File: config.mk
export PLATFORM = sky130hd
export DESIGN_NAME = keypad_scanner_flat
export DESIGN_NICKNAME = d
export VERILOG_FILES = /design/src/rtl/keypad_scanner_if.sv /design/src/rtl/keypad_scanner.sv /design/src/flat_wrapper.sv
export SDC_FILE = /design/constraint.sdc
export NUM_CORES = 1
export LEC_CHECK = 0
export CAP_MARGIN = 5
export CORE_MARGIN = 2
export CORE_UTILIZATION = 63
export CTS_CLUSTER_DIAMETER = 120
export DETAILED_ROUTE_END_ITERATION = 8
export PLACE_DENSITY = 0.84
export SLEW_MARGIN = 20
export SYNTH_ARGS = -nofsm -noshare
export SYNTH_HDL_FRONTEND = slang
export SYNTH_SLANG_ARGS = --single-unit
File: constraint.sdc
create_clock -name clk -period 3.5 [get_ports clk]
set_input_delay 0.525 -clock clk [delete_from_list [all_inputs] [get_ports clk]]
set_output_delay 0.525 -clock clk [all_outputs]
set_load 0.005 [all_outputs]
File: src/rtl/keypad_scanner_if.sv
// Keypad-side and lock-side signals of the keypad scanner, bundled for port connection.
interface keypad_scanner_if;
  logic [3:0] row_n;
  logic [2:0] col_n;
  logic [3:0] Code_1;
  logic       Valid_1;
  logic       key_held;

  modport slave (
    output row_n,
    output Code_1,
    output Valid_1,
    output key_held,
    input  col_n
  );

  modport master (
    input  row_n,
    input  Code_1,
    input  Valid_1,
    input  key_held,
    output col_n
  );
endinterface

File: src/rtl/keypad_scanner.sv
// 4x3 matrix keypad scanner: row scan, column sync, press/release debounce, key encoding.
// Optional auto-repeat while held is built when KEY_REPEAT_EN is defined.
module keypad_scanner #(
  parameter int SCAN_DIV   = 1000,
  parameter int DEB_TICKS  = 10
`ifdef KEY_REPEAT_EN
  ,
  parameter int REPEAT_DLY = 50,
  parameter int REPEAT_PER = 20
`endif
) (
  input  logic             clk,
  input  logic             reset_1,
  keypad_scanner_if.slave  kp
);

  localparam int              DIV_W   = (SCAN_DIV > 1) ? $clog2(SCAN_DIV) : 1;
  localparam logic [DIV_W-1:0] DIV_MAX = DIV_W'(SCAN_DIV - 1);
  localparam logic [7:0]      DEB_LIM = DEB_TICKS[7:0];

  typedef enum logic [1:0] {SCAN, DEB_PRESS, HELD, DEB_REL} state_t;

  state_t           r_state;
  logic [DIV_W-1:0] r_div;
  logic [2:0]       r_col_meta;
  logic [2:0]       r_col_s;
  logic [2:0]       r_col_lat;
  logic [1:0]       r_row;
  logic [3:0]       r_row_n;
  logic [7:0]       r_deb;
  logic [3:0]       r_code;
  logic             r_valid;
  logic             r_held;

  logic             w_tick;
  logic             w_one_low;
  logic             w_all_high;
  logic [1:0]       w_row_nxt;
  logic [3:0]       w_row_n_nxt;
  logic [7:0]       w_deb_inc;
  logic [7:0]       w_deb_sat;
  logic             w_rep_fire;

  assign w_tick      = (r_div == DIV_MAX);
  assign w_all_high  = (r_col_s == 3'b111);
  assign w_one_low   = (r_col_s == 3'b110) || (r_col_s == 3'b101) || (r_col_s == 3'b011);
  assign w_row_nxt   = r_row + 2'd1;
  assign w_row_n_nxt = ~(4'b0001 << w_row_nxt);
  assign w_deb_inc   = r_deb + 8'd1;
  assign w_deb_sat   = (r_deb == 8'hFF) ? r_deb : w_deb_inc;

  assign kp.row_n    = r_row_n;
  assign kp.Code_1   = r_code;
  assign kp.Valid_1  = r_valid;
  assign kp.key_held = r_held;

  function automatic logic [3:0] f_code(input logic [1:0] row, input logic [2:0] cols);
    logic [1:0] c;
    c = (cols == 3'b110) ? 2'd0 : ((cols == 3'b101) ? 2'd1 : 2'd2);
    if (row == 2'd3) begin
      case (c)
        2'd0:    f_code = 4'd10;
        2'd1:    f_code = 4'd0;
        default: f_code = 4'd11;
      endcase
    end else begin
      f_code = {2'b00, row} * 4'd3 + {2'b00, c} + 4'd1;
    end
  endfunction

  always_ff @(posedge clk or negedge reset_1) begin
    if (!reset_1) begin
      r_div <= '0;
    end else if (w_tick) begin
      r_div <= '0;
    end else begin
      r_div <= r_div + DIV_W'(1);
    end
  end

  // Columns float asynchronously relative to clk; idle (pulled-up) value on reset.
  always_ff @(posedge clk or negedge reset_1) begin
    if (!reset_1) begin
      r_col_meta <= 3'b111;
      r_col_s    <= 3'b111;
    end else begin
      r_col_meta <= kp.col_n;
      r_col_s    <= r_col_meta;
    end
  end

`ifdef KEY_REPEAT_EN
  localparam logic [15:0] REP_DLY = REPEAT_DLY[15:0];
  localparam logic [15:0] REP_PER = REPEAT_PER[15:0];

  logic [15:0] r_rep;
  logic        r_rep_armed;
  logic [15:0] w_rep_inc;
  logic        w_rep_step;

  assign w_rep_inc  = r_rep + 16'd1;
  assign w_rep_step = (r_state == HELD) && w_tick && !w_all_high;
  assign w_rep_fire = w_rep_step && (w_rep_inc == (r_rep_armed ? REP_PER : REP_DLY));

  // Counts only HELD ticks, so time spent in DEB_REL pauses it rather than resetting it.
  always_ff @(posedge clk or negedge reset_1) begin
    if (!reset_1) begin
      r_rep       <= '0;
      r_rep_armed <= 1'b0;
    end else if (r_state == DEB_PRESS) begin
      r_rep       <= '0;
      r_rep_armed <= 1'b0;
    end else if (w_rep_step) begin
      if (w_rep_fire) begin
        r_rep       <= '0;
        r_rep_armed <= 1'b1;
      end else if (r_rep != 16'hFFFF) begin
        r_rep <= w_rep_inc;
      end
    end
  end
`else
  assign w_rep_fire = 1'b0;
`endif

  always_ff @(posedge clk or negedge reset_1) begin
    if (!reset_1) begin
      r_state   <= SCAN;
      r_col_lat <= 3'b111;
      r_row     <= 2'd0;
      r_row_n   <= 4'b1110;
      r_deb     <= 8'd0;
      r_code    <= 4'b0000;
      r_valid   <= 1'b0;
      r_held    <= 1'b0;
    end else begin
      r_valid <= 1'b0;
      if (w_tick) begin
        case (r_state)
          SCAN: begin
            if (w_one_low) begin
              r_col_lat <= r_col_s;
              r_deb     <= 8'd0;
              r_state   <= DEB_PRESS;
            end else begin
              r_row   <= w_row_nxt;
              r_row_n <= w_row_n_nxt;
            end
          end
          DEB_PRESS: begin
            if (r_col_s == r_col_lat) begin
              r_deb <= w_deb_sat;
              if (w_deb_inc == DEB_LIM) begin
                r_code  <= f_code(r_row, r_col_lat);
                r_valid <= 1'b1;
                r_held  <= 1'b1;
                r_state <= HELD;
              end
            end else begin
              r_state <= SCAN;
            end
          end
          HELD: begin
            if (w_all_high) begin
              r_deb   <= 8'd0;
              r_state <= DEB_REL;
            end else if (w_rep_fire) begin
              r_valid <= 1'b1;
            end
          end
          DEB_REL: begin
            if (w_all_high) begin
              r_deb <= w_deb_sat;
              if (w_deb_inc == DEB_LIM) begin
                r_held  <= 1'b0;
                r_state <= SCAN;
                r_row   <= w_row_nxt;
                r_row_n <= w_row_n_nxt;
              end
            end else begin
              r_state <= HELD;
            end
          end
          default: r_state <= SCAN;
        endcase
      end
    end
  end

endmodule
File: src/flat_wrapper.sv
// flat-port wrapper written by rule: the top's interface ports become plain ports
module keypad_scanner_flat 
#(
  parameter int SCAN_DIV   = 1000,
  parameter int DEB_TICKS  = 10

)
  (clk, reset_1, kp_row_n, kp_Code_1, kp_Valid_1, kp_key_held, kp_col_n);
  keypad_scanner_if kp_i ();
  input  logic clk;
  input  logic reset_1;
  output wire logic [$bits(kp_i.row_n)-1:0] kp_row_n;
  output wire logic [$bits(kp_i.Code_1)-1:0] kp_Code_1;
  output wire logic [$bits(kp_i.Valid_1)-1:0] kp_Valid_1;
  output wire logic [$bits(kp_i.key_held)-1:0] kp_key_held;
  input wire logic [$bits(kp_i.col_n)-1:0] kp_col_n;
  assign kp_row_n = kp_i.row_n;
  assign kp_Code_1 = kp_i.Code_1;
  assign kp_Valid_1 = kp_i.Valid_1;
  assign kp_key_held = kp_i.key_held;
  assign kp_i.col_n = kp_col_n;
  keypad_scanner #(.SCAN_DIV(SCAN_DIV), .DEB_TICKS(DEB_TICKS)) u_core (.clk(clk), .reset_1(reset_1), .kp(kp_i));
endmodule
==> impl_metrics.json, run 1 <==
{
  "rsz0062_at_grt": "no",
  "slowest_stage": "dfstp_2",
  "synthCells": 218,
  "register_area_um2": 1040,
  "maxCapViolCount": 0,
  "max_stage_delay_ps": 570,
  "die_w_um": 65.9,
  "n_fill_cell": 252,
  "hold_viol": 0,
  "yosys_warnings": 0,
  "first_global_vias": 1578,
  "synth_area_leaders": "dfrtp_1 30%, dfstp_2 13%, ha_1 5.7%, mux2_4 3.1%, xor2_1 2.9%",
  "hpwlAfterDp_um": 2890,
  "drive_gt1_share_pct": 19.1,
  "num_vias": 1632,
  "synth_common_cells": "29 x dfrtp_1, 17 x nor2_1, 12 x dfstp_2",
  "synth_top_cell_by_area": "dfrtp_1",
  "synth_edf_count": 0,
  "hold_buffers": 0,
  "place_inst": 270,
  "ys_ff_latch": 41,
  "wl_per_cell_um": 14.9,
  "ant_nets": 0,
  "yosysMostFrequentCell": "dfrtp_1",
  "drtIter0Drc": 116,
  "postCtsSetupRepairBufs": 0,
  "io_buffers": 14,
  "path_cells": "xor2_1 > and2_1 > fa_1 > inv_1 > ha_1 > a21o_1 > a211oi_1 > a21oi_1 > mux2_4",
  "synth_nets": 236,
  "cts_buffers": 5,
  "multi_input_area_um2": 1260,
  "setup_viol": 0,
  "row_count": 22,
  "synthAdderAreaFrac_pct": 7.35,
  "critPathTopFamily": "adder cells",
  "p_leak_nw": 1.18,
  "clk_latency_ps": 290,
  "synth_cell_types": 58,
  "grt_max_degree": 42,
  "ys_seq_area_share_pct": 43.1,
  "area_growth_pct": 9.79,
  "grt_usage_pct": 21.9,
  "clk_pin_slew_ps": 80,
  "slew_headroom_pct": 42.8,
  "die_h_um": 65.9,
  "globalplace.congestion": 0.831,
  "crit_path_end_kind": "register",
  "grt_pass1_wl_um": 7230,
  "synth_compound_area_share_pct": 13.5,
  "clock-sinks": 41,
  "antenna_cells": 0,
  "synthMuxAreaShare_pct": 7.04,
  "fin_nets": 247,
  "start_util_pct": 66.0,
  "core_area_um2": 3660,
  "wl_um": 4130,
  "crit_required_ps": 3690,
  "path_buf_inv": 1,
  "critPathMaxFanout": 4,
  "synth_top_cell_area_share_pct": 30.0,
  "synthesis.area_um2": 2420,
  "syn_avg_cell_area_um2": 11.1,
  "via_per_inst": 5.87,
  "drc": 0,
  "worst-setup-path-type": "register to register",
  "synth-xor-area-share_pct": 5.08,
  "synth_top_family_by_area": "simple AND/OR/NAND/NOR gates",
  "htreeDepth": 2,
  "tightest_slew_ps": 859,
  "fmax_ghz": 0.398,
  "die_area_um2": 4350,
  "async_flop_share_pct": 100,
  "period_needed_ps": 2510,
  "fin_crit_sh_pct": 71.7,
  "fin_skew_ps": 6.64,
  "grt_antenna_before_repair": 0,
  "dr.pass1.iters": 4,
  "grt_overflow": 0,
  "final_cells": 278,
  "ir_drop_uv": 272,
  "ctsResizeCount": 0,
  "maxSlewViolCount": 0,
  "hold_path_class": "primary input to async pin",
  "worstPathArrival_ps": 2700,
  "power.density_nw_per_um2": 323,
  "pin_count": 15,
  "outcome": "finished clean",
  "cts_tree": "done",
  "critPathLaunchType": "register",
  "cts_root_buffer": "clkbuf_8",
  "clockBufferDepth": 2,
  "synth_flop_cell": "dfrtp_1",
  "yosys.area_share.simple_pct": 19.3,
  "timing.setup.tns_ps": 0
}
[area by class of cell]
class | count | share of cell area, %
Inverter | 12 | 1.70
Multi-Input combinational cell | 155 | 47.5
Tap cell | 48 | 2.26
Sequential cell | 41 | 39.2
Clock buffer | 6 | 3.54
Timing Repair Buffer | 14 | 5.09
Clock inverter | 2 | 0.613
[worst paths after layout]
check	startpoint	depth (start not counted)	endpoint	slack, ps
max in group asynchronous	reset_1	1	u_core.kp.Code_1[0]$_DFFE_PN0P_	2630
worst min-delay path	reset_1	1	u_core.r_row[1]$_DFFE_PN0P_	340
worst max-delay path	u_core.r_col_lat[1]$_DFFE_PN1P_	9	u_core.kp.Code_1[3]$_DFFE_PN0P_	990
min in group clk	u_core.r_col_meta[1]$_DFF_PN1_	0	u_core.r_col_s[1]$_DFF_PN1_	360
worst max register to register	u_core.r_col_lat[1]$_DFFE_PN1P_	9	u_core.kp.Code_1[3]$_DFFE_PN0P_	990
worst min register to register	u_core.r_col_meta[1]$_DFF_PN1_	0	u_core.r_col_s[1]$_DFF_PN1_	360
[flip-flops by register name, indices dropped and copies added (netlist names)]
register	flops
u_core.kp.key_held	1
u_core.kp.row_n	4
u_core.r_row	2
u_core.r_col_s	3
u_core.r_col_meta	3
u_core.r_state	2
u_core.kp.Valid_1	1
u_core.r_col_lat	3
u_core.r_div	10
u_core.kp.Code_1	4
u_core.r_deb	8
[placed cells by master, fill, tap and decap left out, types with 2 or more instances in the layout]
cell,count
a211o_1,3
a21o_1,2
a21oi_1,8
a221o_1,5
a2bb2oi_1,2
and3_1,5
clkbuf_8,5
clkdlybuf4s50_1,13
dfrtp_1,29
dfstp_2,12
fa_1,2
ha_1,11
inv_1,11
mux2_2,3
mux2_4,5
mux2i_1,5
nand2_1,9
nand2b_1,2
nand3_1,10
nand4_1,4
nor2_1,17
nor3_1,8
o21ai_0,7
or3_1,4
xnor2_1,6
xor2_1,8
[routing by layer]
layer / vias up / GRT usage, % / wire length (um)
li1: 803 / - / -
met1: 790 / 29.0 / 1860
met2: 32 / 35.4 / 2070
met3: 7 / 4.94 / 148
met4: 0 / 7.81 / 57
met5: - / 0 / 0
[where the power goes]
group / leakage (nW) / switching, mW / internal [mW]
sequential: 0.516 / 0.00347 / 0.480
combinational: 0.610 / 0.0143 / 0.00687
clock: 0.0525 / 0.167 / 0.185
[metrics by stage]
stage	util (%)	area, um^2	total power [mW]	hold WS (ps)	setup slack (ps)
finish	72.5	2650	0.856	339	989
CTS	72.5	2650	0.864	359	978
global route	72.5	2650	0.886	361	864
global placement	69.4	2540	0.513	346	1090
detailed placement	69.4	2540	0.514	348	993
floorplan	-	2420	0.499	229	1130
[cell families after synthesis]
family / after synthesis
and+or+nand+nor: 75
DFF: 41
AOI/OAI and AO/OA: 39
buffers and inverters: 22
xor gates and xnor gates: 14
muxes: 14
adders and majority gates: 13
Note: power is estimated with default switching activity, not from simulation.
==> run 2, diff against run 1 <==
--- a/config.mk
+++ b/config.mk
@@ -7,10 +7,10 @@
 export LEC_CHECK = 0
 export CAP_MARGIN = 5
 export CORE_MARGIN = 2
-export CORE_UTILIZATION = 63
+export CORE_UTILIZATION = 53
 export CTS_CLUSTER_DIAMETER = 120
 export DETAILED_ROUTE_END_ITERATION = 8
-export PLACE_DENSITY = 0.84
+export PLACE_DENSITY = 0.75
 export SLEW_MARGIN = 20
 export SYNTH_ARGS = -nofsm -noshare
 export SYNTH_HDL_FRONTEND = slang
==> constraint.sdc (replaced) <==
create_clock -name clk -period 2.3 [get_ports clk]
set_input_delay 0.345 -clock clk [delete_from_list [all_inputs] [get_ports clk]]
set_output_delay 0.345 -clock clk [all_outputs]
set_load 0.005 [all_outputs]
==> impl_metrics.json, run 2 (synthesis results as in run 1) <==
{
  "outcome": "complete, but fails checks",
  "failed_checks": "setup timing",
  "via_per_inst": 5.58,
  "cts_buffers": 5,
  "wl_um": 4330,
  "worst-setup-path-type": "register to register",
  "hold_slack_ps": 128,
  "maxSlewViolCount": 0,
  "fmax_ghz": 0.425,
  "setup_viol": 1,
  "die_area_um2": 5110,
  "clk_pin_slew_ps": 80,
  "postCtsSetupRepairBufs": 0,
  "final_cells": 305,
  "htreeDepth": 2,
  "critPathMaxFanout": 2,
  "clockBufferDepth": 2,
  "crit_path_end_kind": "register",
  "drive_gt1_share_pct": 28.5,
  "area_growth_pct": 18.6,
  "fin_crit_sh_pct": 102,
  "critPathLaunchType": "register",
  "die_w_um": 71.5,
  "fin_ws_ps": -54.7,
  "n_fill_cell": 329,
  "crit_required_ps": 2470,
  "ant_nets": 0,
  "pin_count": 15,
  "grt_overflow": 0,
  "hpwlAfterDp_um": 3200,
  "grt_max_degree": 36,
  "fin_nets": 270,
  "regMostFlops": "u_core.r_div",
  "fin_skew_ps": 11.6,
  "io_buffers": 14,
  "dr.pass1.iters": 4,
  "core_area_um2": 4380,
  "multi_input_area_um2": 1290,
  "clock-sinks": 41,
  "power.density_nw_per_um2": 477,
  "top_regs": "u_core.r_div (10), u_core.r_deb (8)",
  "final_common_cell": "dfrtp_1",
  "final_cell_mix": "29 x dfrtp_1, 23 x buf_4, 17 x nor2_1",
  "row_count": 24,
  "register_area_um2": 1040,
  "drtIter0Drc": 108,
  "worstPathArrival_ps": 2530,
  "hold_viol": 0,
  "grt_antenna_before_repair": 0,
  "period_needed_ps": 2350,
  "die_h_um": 71.5,
  "hold_buffers": 0,
  "tightest_slew_ps": 782,
  "slew_headroom_pct": 47.9,
  "cts_root_buffer": "clkbuf_8",
  "cts_tree": "done",
  "wl_per_cell_um": 14.2,
  "grt_usage_pct": 18.9,
  "clk_latency_ps": 290,
  "hold_path_class": "primary input to async pin",
  "p_leak_nw": 1.31,
  "place_inst": 297,
  "globalplace.congestion": 0.858,
  "drc": 0,
  "largest_register_ffs": 10,
  "grt_pass1_wl_um": 7600,
  "antenna_cells": 0,
  "maxCapViolCount": 0,
  "start_util_pct": 55.1,
  "ir_drop_uv": 295,
  "num_vias": 1701,
  "first_global_vias": 1668,
  "rsz0062_at_grt": "yes"
}
-- run 2: layout make-up --
cell class	count	area share, %
inverter	12	1.57
clock inverter	1	1.05
tap	52	2.27
timing repair buffer	37	10.7
multi-input combinational	155	45.0
sequential	41	36.3
clock buffer	7	3.01
-- run 2: worst paths after layout --
path,to,slack [ps],depth (start not counted),from
worst min-delay path,u_core.r_div[6]$_DFF_PN0_,130,1,reset_1
worst min register to register,u_core.r_col_s[0]$_DFF_PN1_,360,0,u_core.r_col_meta[0]$_DFF_PN1_
max in group asynchronous,u_core.r_col_s[1]$_DFF_PN1_,1480,2,reset_1
min in group clk,u_core.r_col_s[0]$_DFF_PN1_,360,0,u_core.r_col_meta[0]$_DFF_PN1_
worst max register to register,u_core.kp.Code_1[3]$_DFFE_PN0P_,-50,9,u_core.r_col_lat[0]$_DFFE_PN1P_
worst max-delay path,u_core.kp.Code_1[3]$_DFFE_PN0P_,-50,9,u_core.r_col_lat[0]$_DFFE_PN1P_
-- run 2: routing by layer --
layer | up-vias | wire length, um | share of wire [%] | global-route usage (%)
met1 | 821 | 2040 | 47 | 24.6
met4 | 0 | 48 | 1.1 | 6.92
met2 | 25 | 2120 | 49 | 31.0
met3 | 4 | 127 | 2.9 | 4.22
li1 | 851 | - | - | -
met5 | - | 0 | 0 | 0
-- run 2: metrics by stage --
| stage | util [%] | setup TNS (ps) | area [um^2] | setup WS [ps] | total power [mW] |
|---|---|---|---|---|---|
| floorplan | - | 0 | 2440 | 0.615 | 0.759 |
| global placement | 62.5 | -17.1 | 2740 | -17.1 | 0.785 |
| detailed placement | 62.5 | -65.9 | 2740 | -65.9 | 0.786 |
| finish | 65.4 | -54.7 | 2870 | -54.7 | 1.37 |
| global route | 65.4 | -312 | 2870 | -166 | 1.41 |
| CTS | 65.2 | -72.3 | 2860 | -69.3 | 1.38 |
-- run 2: worst max-delay path, stage by stage, from the launching register on --
cell	delay, ps
dfstp_2	540
xor2_1	140
and2_4	160
fa_1	420
inv_2	100
ha_4	200
a21o_1	180
a211oi_2	180
a21oi_1	60
mux2_4	280
-- run 2: power breakdown --
part | switching [mW] | internal, mW | leakage, nW
registers | 0.00451 | 0.731 | 0.516
clock network | 0.241 | 0.354 | 0.0585
logic | 0.0240 | 0.0137 | 0.732
-- run 2: what timing repair did --
item                                   4_1_cts  5_1_grt
pin swaps                                    2        0
setup endpoints to repair                    2       10
resized for setup                            0        2
cloned                                       0        0
endpoints found under the hold margin        0        0
==> RTL edit, RTL diff (config.mk and constraints of run 2) <==
`SCAN_DIV` is set to 1000 in 2 places; all go to 2000.
--- a/src/rtl/keypad_scanner.sv
+++ b/src/rtl/keypad_scanner.sv
@@ -3,3 +3,3 @@
 module keypad_scanner #(
-  parameter int SCAN_DIV   = 1000,
+  parameter int SCAN_DIV   = 2000,
   parameter int DEB_TICKS  = 10
--- a/src/flat_wrapper.sv
+++ b/src/flat_wrapper.sv
@@ -3,3 +3,3 @@
 #(
-  parameter int SCAN_DIV   = 1000,
+  parameter int SCAN_DIV   = 2000,
   parameter int DEB_TICKS  = 10
Behaviour: no difference found for any inputs over 10 cycles, from zero or initial values and one cycle with reset_1 low; that may be too few to reach the edited logic, so the function may still have changed.
==> RTL edit against run 2 <==
  * The run still ends with setup timing left
  * Clock power shrank 14%
  * Final area shrank 3.3%
  * Worst setup slack gained 0.029 ns
  * Cell count is the same
  * Synthesized area shrank 3.4%
  * Maximum frequency grew 1.3%
  * Sequential cell count grew 1
  * First-iteration DRC count shrank 7.4%
  * Die area shrank 3.2%
  * Non-clock buffer count shrank 5
  * Routed wire length shrank 0.14%
  * Power shrank 4.9%
  * Global-route usage grew 0.072 points
  * Critical path depth is the same
==> RTL edit: results (changes against run 2) <==
Layout
  – Largest regs: u_core.r_div (11), u_core.r_deb (8)
  – Area of the multi-input gates: 1229 um2 (-4.8%)
  – Multi-input gate count: 159 (+2.6%)
  – Clock buf count: 5 (-2)
  – Register Area: 1066 um2 (+2.4%)
  – Share of cells above drive strength 1: 24.51% (-4.0 points)
  – Fill cells: 331 (+0.61%)

Global route
  – Vias in the first global route: 1761 (+5.6%)
  – GR Util All Layers: 18.95% (+0.072 points)
  – First-pass GRT wire length: 7583 um (-0.26%)
  – GR Util met2: 32.70% (+1.7 points)
  – Met1 usage: 23.54% (-1.1 points)

Synth
  – Main area contributors after synthesis: dfrtp_1, dfstp_2, ha_1, mux2_2, xnor2_1
  – Adder-cell share of the synthesized area: 7.614% (+0.26 points)
  – Multiplexer share of the synthesized area: 6.059% (-0.98 points)
  – Number of nets produced by synthesis: 238 (+0.85%)
  – Yosys reg bits: 42 (+2.4%)
  – Distinct cells, synth: 41 (-29%)
  – Synth Area in XOR/XNOR: 5.630% (+0.55 points)

Worst setup path
  – Worst r2r src: u_core.r_col_lat[1]
  – Crit. Startpoint: u_core.r_col_lat[1]

Routing
  – Met3 wire length: 102 um (-20%)
  – Routed metal-1 wire length: 2015 um (-1.0%)
  – Vias per cell: 5.675 (+1.8%)
  – Final WL: 4325 um (-0.14%)

STA
  – Slew HR: 47.03% (-0.85 points)
  – Post-route setup slack: -0.02529 ns (+0.02946 ns)
  – Final setup violation count: 1 (unchanged)
  – Setup Skew: 0.003921 ns (-0.007679 ns)
  – Setup TNS after final layout: -0.02529 ns (+0.02946 ns)
  – Hold WS: 0.1253 ns (-0.002955 ns)

Status
  – Status: complete, but fails checks
  – Failing checks: setup timing

Power and ir drop
  – Peak supply drop: 0.3901 mV (+32%)
==> RTL edit: cell count changes in the layout (fill, tap and decap cells not counted), moves of 4 or more <==
cell	run 2	this run
a221o_1	5	0
buf_4	23	18
mux2_2	3	7
nand3_1	10	16
nand3b_1	0	5
nor3_1	8	4
o211ai_1	0	6
o21ai_0	7	14
xnor2_1	6	11
xor2_1	8	4
==> RTL edit: what timing repair did <==
action / CTS / global route
gates resized for setup: 0 / 2
setup endpoints to repair: 2 / 9
setup buffers: 1 / 1
pin swaps: 3 / 1
==> RTL edit: cells by family after synthesis <==
group	count (synthesis)
xor gates and xnor gates	15
DFF	42
AOI/OAI and AO/OA	41
and+or+nand+nor	77
muxes	13
adders and majority gates	13
buffers and inverters	19
==> RTL edit: through the flow <==
step | util [%] | cell area (um2) | setup slack, ns | total power [W]
after floorplan | - | 2357 | 0.009955 | 0.0007772
after global placement | 61.74 | 2651 | -0.006104 | 0.0008024
after detailed placement | 61.74 | 2651 | -0.02780 | 0.0008046
after CTS | 64.19 | 2756 | -0.03540 | 0.001324
after global routing | 64.57 | 2773 | -0.1200 | 0.001358
final | 64.57 | 2773 | -0.02529 | 0.001301
==> RTL edit: power by group through the flow <==
stage	Sequential, W	Clock (W)	Combinational, W
floorplan	0.000766	0	0.0000108
global placement	0.000768	0	0.0000349
detailed placement	0.000768	0	0.0000366
CTS	0.000754	0.000533	0.0000368
global route	0.000755	0.000561	0.0000412
finish	0.000754	0.000511	0.0000353
==> RTL edit: worst max-delay path, delay by kind of cell, from the launching register on <==
family,cells,cell delay [ns]
compound gates,3,0.40
xor+xnor,1,0.14
fa+ha+maj,2,0.60
buf+inv,1,0.10
flops,1,0.55
mux,1,0.26
simple gates,1,0.16
